===== src/rtl/e_muldiv_pkg.sv =====
`default_nettype none
// +-----------------------------------------------------------------------+
// | e_muldiv_pkg: shared types and helpers for the RV32M mul/div control  |
// | Rev 1.0                                                               |
// +-----------------------------------------------------------------------+
package e_muldiv_pkg;

  typedef enum logic [2:0] {
    MUL    = 3'b000,
    MULH   = 3'b001,
    MULHSU = 3'b010,
    MULHU  = 3'b011,
    DIV    = 3'b100,
    DIVU   = 3'b101,
    REM    = 3'b110,
    REMU   = 3'b111
  } muldiv_op_e;

  typedef enum logic [1:0] {
    IDLE = 2'd0,
    BUSY = 2'd1,
    DONE = 2'd2
  } state_e;

  localparam int DEF_MUL_LAT = 4;
  localparam int DEF_DIV_LAT = 33;

  function automatic logic is_div(input logic [2:0] op);
    return (op == DIV) || (op == DIVU) || (op == REM) || (op == REMU);
  endfunction

endpackage
`default_nettype wire


===== src/rtl/e_lat_counter.sv =====
`default_nettype none
// +-----------------------------------------------------------------------+
// | e_lat_counter: loadable down-counter, terminal flags the last cycle   |
// | Rev 1.0                                                               |
// +-----------------------------------------------------------------------+
module e_lat_counter #(
  parameter int W = 6
) (
  input  logic         clk,
  input  logic         rst,
  input  logic         load,
  input  logic [W-1:0] load_value,
  input  logic         clear,
  output logic         terminal
);

  logic [W-1:0] count;

  // Saturates at zero so an idle counter never wraps back to a live value.
  always_ff @(posedge clk) begin
    if (rst || clear) begin
      count <= '0;
    end else if (load) begin
      count <= load_value;
    end else if (count != '0) begin
      count <= count - 1'b1;
    end
  end

  assign terminal = (count == W'(1));

endmodule
`default_nettype wire


===== src/rtl/e_muldiv_ctrl.sv =====
`default_nettype none
// +-----------------------------------------------------------------------+
// | e_muldiv_ctrl: execute-stage sequencer for the multi-cycle RV32M unit |
// | Option macro: MULDIV_DIVZERO_FAST_EN (divide-by-zero bypass). Rev 1.0 |
// +-----------------------------------------------------------------------+
module e_muldiv_ctrl
  import e_muldiv_pkg::*;
#(
  parameter int XLEN    = 32,
  parameter int MUL_LAT = DEF_MUL_LAT,
  parameter int DIV_LAT = DEF_DIV_LAT
) (
  input  logic            i_clk,
  input  logic            i_rst,
  input  logic            i_req,
  input  logic [2:0]      i_op,
  input  logic [XLEN-1:0] i_rs1,
  input  logic [XLEN-1:0] i_rs2,
  input  logic            i_flush,
  input  logic [XLEN-1:0] i_dp_result,
  output logic            o_dp_start,
  output logic [2:0]      o_dp_op,
  output logic            o_dp_abort,
  output logic            o_pause,
  output logic            o_valid,
  output logic [XLEN-1:0] o_result,
  output logic            o_busy
);

  localparam int MAX_LAT = (MUL_LAT > DIV_LAT) ? MUL_LAT : DIV_LAT;
  localparam int CNT_W   = $clog2(MAX_LAT + 1);

  state_e          state;
  logic [2:0]      op_q;
  logic [XLEN-1:0] result_q;
  logic            accept;
  logic            fast;
  logic            start;
  logic            abort;
  logic            terminal;
  logic [CNT_W-1:0] lat_value;

  assign accept = !i_rst && i_req && !i_flush && (state != BUSY);

`ifdef MULDIV_DIVZERO_FAST_EN
  logic [XLEN-1:0] fast_result;
  assign fast        = accept && is_div(i_op) && (i_rs2 == '0);
  // DIV/DIVU yield all-ones, REM/REMU return the dividend.
  assign fast_result = i_op[1] ? i_rs1 : '1;
`else
  logic unused_operands;
  assign fast            = 1'b0;
  assign unused_operands = ^{i_rs1, i_rs2};
`endif

  assign start     = accept && !fast;
  assign abort     = !i_rst && (state == BUSY) && i_flush;
  assign lat_value = is_div(i_op) ? CNT_W'(DIV_LAT) : CNT_W'(MUL_LAT);

  e_lat_counter #(
    .W(CNT_W)
  ) u_lat_counter (
    .clk       (i_clk),
    .rst       (i_rst),
    .load      (start),
    .load_value(lat_value),
    .clear     (abort),
    .terminal  (terminal)
  );

  always_ff @(posedge i_clk) begin
    if (i_rst) begin
      state    <= IDLE;
      op_q     <= '0;
      result_q <= '0;
    end else begin
      case (state)
        BUSY: begin
          if (i_flush) begin
            state <= IDLE;
          end else if (terminal) begin
            result_q <= i_dp_result;
            state    <= DONE;
          end
        end
        default: begin
          if (accept) begin
            op_q  <= i_op;
            state <= fast ? DONE : BUSY;
`ifdef MULDIV_DIVZERO_FAST_EN
            if (fast) begin
              result_q <= fast_result;
            end
`endif
          end else begin
            state <= IDLE;
          end
        end
      endcase
    end
  end

  assign o_dp_start = start;
  assign o_dp_op    = accept ? i_op : op_q;
  assign o_dp_abort = abort;
  assign o_pause    = accept || (!i_rst && (state == BUSY));
  assign o_valid    = (state == DONE);
  assign o_busy     = (state == BUSY);
  assign o_result   = result_q;

endmodule
`default_nettype wire


===== config.mk =====
export PLATFORM = sky130hd
export DESIGN_NAME = e_muldiv_ctrl
export DESIGN_NICKNAME = d
export VERILOG_FILES = /design/src/rtl/e_muldiv_pkg.sv /design/src/rtl/e_lat_counter.sv /design/src/rtl/e_muldiv_ctrl.sv
export SDC_FILE = /design/constraint.sdc
export NUM_CORES = 1
export LEC_CHECK = 0
export ABC_AREA = 0
export CAP_MARGIN = 30
export CORE_ASPECT_RATIO = 0.8
export CORE_MARGIN = 8
export CORE_UTILIZATION = 29
export CTS_CLUSTER_DIAMETER = 60
export CTS_CLUSTER_SIZE = 8
export DETAILED_ROUTE_END_ITERATION = 8
export GPL_TIMING_DRIVEN = 1
export PLACE_DENSITY = 0.76
export SYNTH_ARGS = -nofsm -noshare
export SYNTH_HDL_FRONTEND = slang
export SYNTH_SLANG_ARGS = --single-unit

===== constraint.sdc =====
create_clock -name i_clk -period 1.36 [get_ports i_clk]
set_input_delay 0.272 -clock i_clk [delete_from_list [all_inputs] [get_ports i_clk]]
set_output_delay 0.272 -clock i_clk [all_outputs]
set_load 0.05 [all_outputs]

# Word-level counts from Yosys, hierarchy flattened
# Index checks and enable logic that the tools add are counted.
dict set report totals {
  output_inout_bits 40
  ramBits 0
  latchBits 0
  in_bits 103
  memories 0
  reg_bits 43
  romBits 0
}
dict set report op_classes {
  n_reduce_logical 15
  n_div 0
  shift 0
  multipliers 0
  magnitude_cmp 0
  n_addsub 1
  n_bitwise 1
  muxes 8
  eq_ne 9
}
# operator n
set ops {}
lappend ops {{$mux W6} 3}
lappend ops {{$eq A3 B3 Y1 const B} 4}
lappend ops {{$eq A6 B1 Y1 const B} 1}
lappend ops {{$mux W2} 3}
lappend ops {{$reduce_bool A6 Y1} 1}
lappend ops {{$sub A6 B1 Y6 const B} 1}
lappend ops {{$logic_and A1 B1 Y1} 5}
lappend ops {{$logic_or A1 B1 Y1} 5}
lappend ops {{$mux W3} 1}
lappend ops {{$ne A3 B2 Y1 const B} 1}
lappend ops {{$reduce_and A3 Y1} 1}
lappend ops {{$eq A2 B1 Y1 const B} 1}
lappend ops {{$eq A2 B2 Y1 const B} 1}
lappend ops {{$logic_not A1 Y1} 2}
lappend ops {{$ne A2 B1 Y1 const B} 1}
lappend ops {{$reduce_bool A2 Y1} 1}
lappend ops {{$mux W1} 1}
lappend ops {{$not A1 Y1} 1}

# Logic depth before layout (Yosys ltp)
dict set report logic_depth {
  word_depth 6
  depth_mapped 7
  mapped_depth_nobuf 5
}

# Modules after synthesis
# From an unflattened synthesis, not the netlist that was laid out.
dict set report unflattened {
  cells_unflattened 222
  hier_area_um2 1920.6
}
# module cells_each seq_area_each_um2 n_inst area_per_inst_um2
set by_module_without_submodules {}
lappend by_module_without_submodules {e_muldiv_ctrl 177 740.7 1 1544.0}
lappend by_module_without_submodules {e_lat_counter 45 120.1 1 376.6}

# Least setup slack after synthesis
# OpenSTA, ideal clock, no wires.
dict set report synth_path {
  path_type {input to output}
  startpoint {input port i_rst}
  endpoint {output port o_dp_abort}
  stages 2
  path_slack_ns -0.560
  t_arrival_ns 1.648
  required_time_ns 1.088
  path_buffers 1
  path_cell_list {buf_1 nor3b_1}
}
dict set report synth_via {
  elab_chain_cells 3
}
# item line
set synth_rtl {}
lappend synth_rtl {{start, declared} e_muldiv_ctrl.sv:14} ;# input logic i_rst,
lappend synth_rtl {{$logic_not A1 Y1} e_muldiv_ctrl.sv:57} ;# assign abort = !i_rst && (state == BUSY) && i_flush;
lappend synth_rtl {{$logic_and A1 B1 Y1 (2 in a row)} e_muldiv_ctrl.sv:57}
lappend synth_rtl {{end, declared} e_muldiv_ctrl.sv:23} ;# output logic o_dp_abort,
# Every way passes these cells.

# Worst setup path after layout
dict set report layout_path {
  startpoint {register state[1]}
  endpoint {output port o_dp_op[0]}
}
dict set report layout_via {
  elab_chain_cells 3
}
# item line
set layout_rtl {}
lappend layout_rtl {{start, declared} e_muldiv_ctrl.sv:33} ;# state_e state;
lappend layout_rtl {{start signal, assigned} e_muldiv_ctrl.sv:89} ;# state <= fast ? DONE : BUSY;
lappend layout_rtl {{$ne A2 B1 Y1} e_muldiv_ctrl.sv:43} ;# assign accept = !i_rst && i_req && !i_flush && (state != BUSY);
lappend layout_rtl {{$logic_and A1 B1 Y1} e_muldiv_ctrl.sv:43}
lappend layout_rtl {{$mux W3} -}
lappend layout_rtl {{end, declared} e_muldiv_ctrl.sv:22} ;# output logic [2:0] o_dp_op,
# Every way passes these cells.

==> impl_metrics.json <==
{
  "status": "finished with violations",
  "violations": "negative setup slack",
  "fillers": 487,
  "routed-via-count": 1833,
  "grt_start_max_net_pins": 25,
  "cts_num_sinks": 43,
  "synth-edff-count": 0,
  "share_of_the_synthesized_area_in_the_top_cell_type_pct": 49.5,
  "synthTopCellsByArea": "dfxtp_1 50%, nand2_1 15%, a21oi_2 8.6%",
  "hold_violations": 0,
  "floorplan.die_area_um2": 8740,
  "multi_input_comb_area_um2": 1140,
  "async_reset_ff_share_pct": 0,
  "finalPower_mw": 4.01,
  "yosys.cell_types.count": 28,
  "period_minus_slack_ns": 1.71,
  "worst_ep_arrival_time_ns": 1.44,
  "tritoncts.num_buffers": 5,
  "synth_most_common_cell": "nand2_1",
  "final_max_slew_viol_count": 0,
  "worst_vdd_rail_ir_drop_uv": 607,
  "syn_area_um2": 1740,
  "rows": 25,
  "routed_wire_length_per_instance_um": 16.2,
  "cts.htree.levels": 2,
  "port_buffers": 78,
  "post_synth_most_frequent_cells": "70 x nand2_1, 43 x dfxtp_1, 21 x a21oi_1",
  "start_kind": "register",
  "fmax_mhz": 584,
  "setup_repair_after_global_routing_missed_its_margin": "true",
  "class_of_the_most_critical_setup_path": "register to output port",
  "clk_pin_slew_ns": 0.08,
  "relative_slew_margins_pct": 71.0,
  "fin_tns_setup_ns": -9.20,
  "whs_path_depth": 3,
  "drtAntennaViolNets": 0,
  "detail_routed_via_count_per_cell": 4.61,
  "sequential_cell_area_um2": 867,
  "power.density_nw_per_um2": 1050,
  "dp_hpwl_um": 4260,
  "flip_flop_and_latch_count_after_synthesis": 43,
  "worst_clock_skew_ns": 0.00450,
  "synthesis.instances": 201,
  "tightestPinTransition_ns": 0.435,
  "first_pass_grt_wire_length_um": 9270,
  "grt_remaining_overflow": 0,
  "clk_latency_ns": 0.29,
  "first_global_vias": 1900,
  "drv.max_cap_violation_count": 0,
  "rr_worst_depth": 7,
  "nets": 421,
  "cp_data_required_time_ns": 1.09,
  "ios": 143,
  "dr.first_iter.drc_count": 28,
  "antennaDiodeCount": 0,
  "clock_path_buffers": 2,
  "grt_antenna_before_repair": 0,
  "floorplan.die.height_um": 85.2,
  "min_period_over_period_pct": 126,
  "synthesis.yosys.warnings": 0,
  "floorplan.die.width_um": 103,
  "synth_ff_type": "dfxtp_1",
  "grt.total_usage_pct": 13.4,
  "clock-root-buffer": "clkbuf_8",
  "synth-seq-area-share_pct": 49.5,
  "post-route-worst-setup-slack_ns": -0.353,
  "place_congestion": 0.782,
  "layout-area-overhead-vs-synth_pct": 120,
  "drive_gt1_share_pct": 60.6,
  "cts_hold_repair.buffers": 0,
  "p_leak_nw": 1.43,
  "syn-num-nets": 306,
  "whs_ns": 0.306,
  "synthDominantAreaCellType": "dfxtp_1",
  "tritoncts": "yes",
  "core_region_area_um2": 5850,
  "final_setup_fails": 45,
  "synthesis.area_per_instance_um2": 8.65,
  "end_kind": "output port",
  "totalWireLength_um": 6460,
  "worstPathMaxFanout": 4,
  "drtPass1Iterations": 4,
  "min_path_type": "input port to register",
  "dr_drc_count": 0,
  "floorplan.initialDensity_pct": 29.7
}
-- worst max-delay path, stage by stage (launching register included) --
cell and delay (ns):
dfxtp_2 0.32, nand2b_4 0.14, nand3_4 0.07, clkinvlp_4 0.13
mux2_4 0.33, buf_6 0.15
-- state kept, by name, indices dropped and copies added (netlist names) --
register             cells
o_result                32
op_q                     3
state                    2
u_lat_counter.count      6
-- worst paths after layout --
kind / end / slack, ns / from
max: o_dp_op[0] / -0.35 / state[1]
min: state[0] / 0.31 / i_rst
max reg2reg: o_result[6] / -0.29 / u_lat_counter.count[5]
min reg2reg: op_q[2] / 0.49 / op_q[2]
-- cell type report --
cell class	instances	area share [%]
Timing Repair Buffer	119	41.0
Multi-Input combinational cell	143	30.0
Inverter	4	0.590
Clock inverter	2	0.918
Clock buffer	6	2.16
Tap cell	81	2.65
Sequential cell	43	22.7
-- layer usage --
| metal | wire length, µm | global-route usage (%) |
|---|---|---|
| met1 | 2670 | 15.9 |
| met2 | 3300 | 22.4 |
| met3 | 482 | 4.91 |
| met4 | 8 | 2.53 |
| met5 | 0 | 0 |
-- cells in the final DEF, fill, tap and decap left out, drive strengths merged, types with 2 or more instances in the layout --
cell	n
nor2b	4
ha	2
o21ai	3
clkbuf	7
nor3b	3
xnor2	2
nand2	70
nor2	3
clkinvlp	2
nand4b	2
dlygate4sd2	2
nor3	3
buf	81
dfxtp	43
inv	2
nand3	2
mux2	2
clkdlybuf4s50	35
a21oi	38
-- metrics by stage --
stage / instance area (µm²) / utilization, % / instances / setup slack [ns]
2_1_floorplan: 1870 / - / 201 / -0.217
3_3_place_gp: 3210 / 54.8 / 373 / -0.544
3_5_place_dp: 3210 / 54.8 / 373 / -0.606
4_1_cts: 3500 / 59.8 / 391 / -0.367
5_1_grt: 3820 / 65.3 / 398 / -0.419
6_report: 3820 / 65.3 / 398 / -0.353
-- where the power goes --
part           leakage, nW  switching (mW)  total, mW  internal, mW
combinational         1.02           0.692       1.53         0.836
clock               0.0612           0.429       1.02         0.595
sequential           0.349          0.0974       1.46          1.36
total                 1.43            1.22       4.01          2.79
-- timing repair --
item | CTS | global route
pin swaps | 4 | 16
setup endpoints to repair | 45 | 46
buffers inserted | 8 | 7
cloned | 2 | 4
resized for setup | 22 | 84
-- cells by family after synthesis --
| family | Yosys count | synth area share, % |
|---|---|---|
| AO/OA/AOI/OAI | 45 | 17.5 |
| AND/OR/NAND/NOR | 92 | 23.8 |
| multiplexers | 2 | 1.30 |
| flip-flops | 43 | 49.5 |
| XOR/XNOR | 2 | 1.01 |
| buffers and inverters | 15 | 5.40 |
| adder cells (fa/ha/maj) | 2 | 1.44 |
Power figures use the tool's default switching activity.
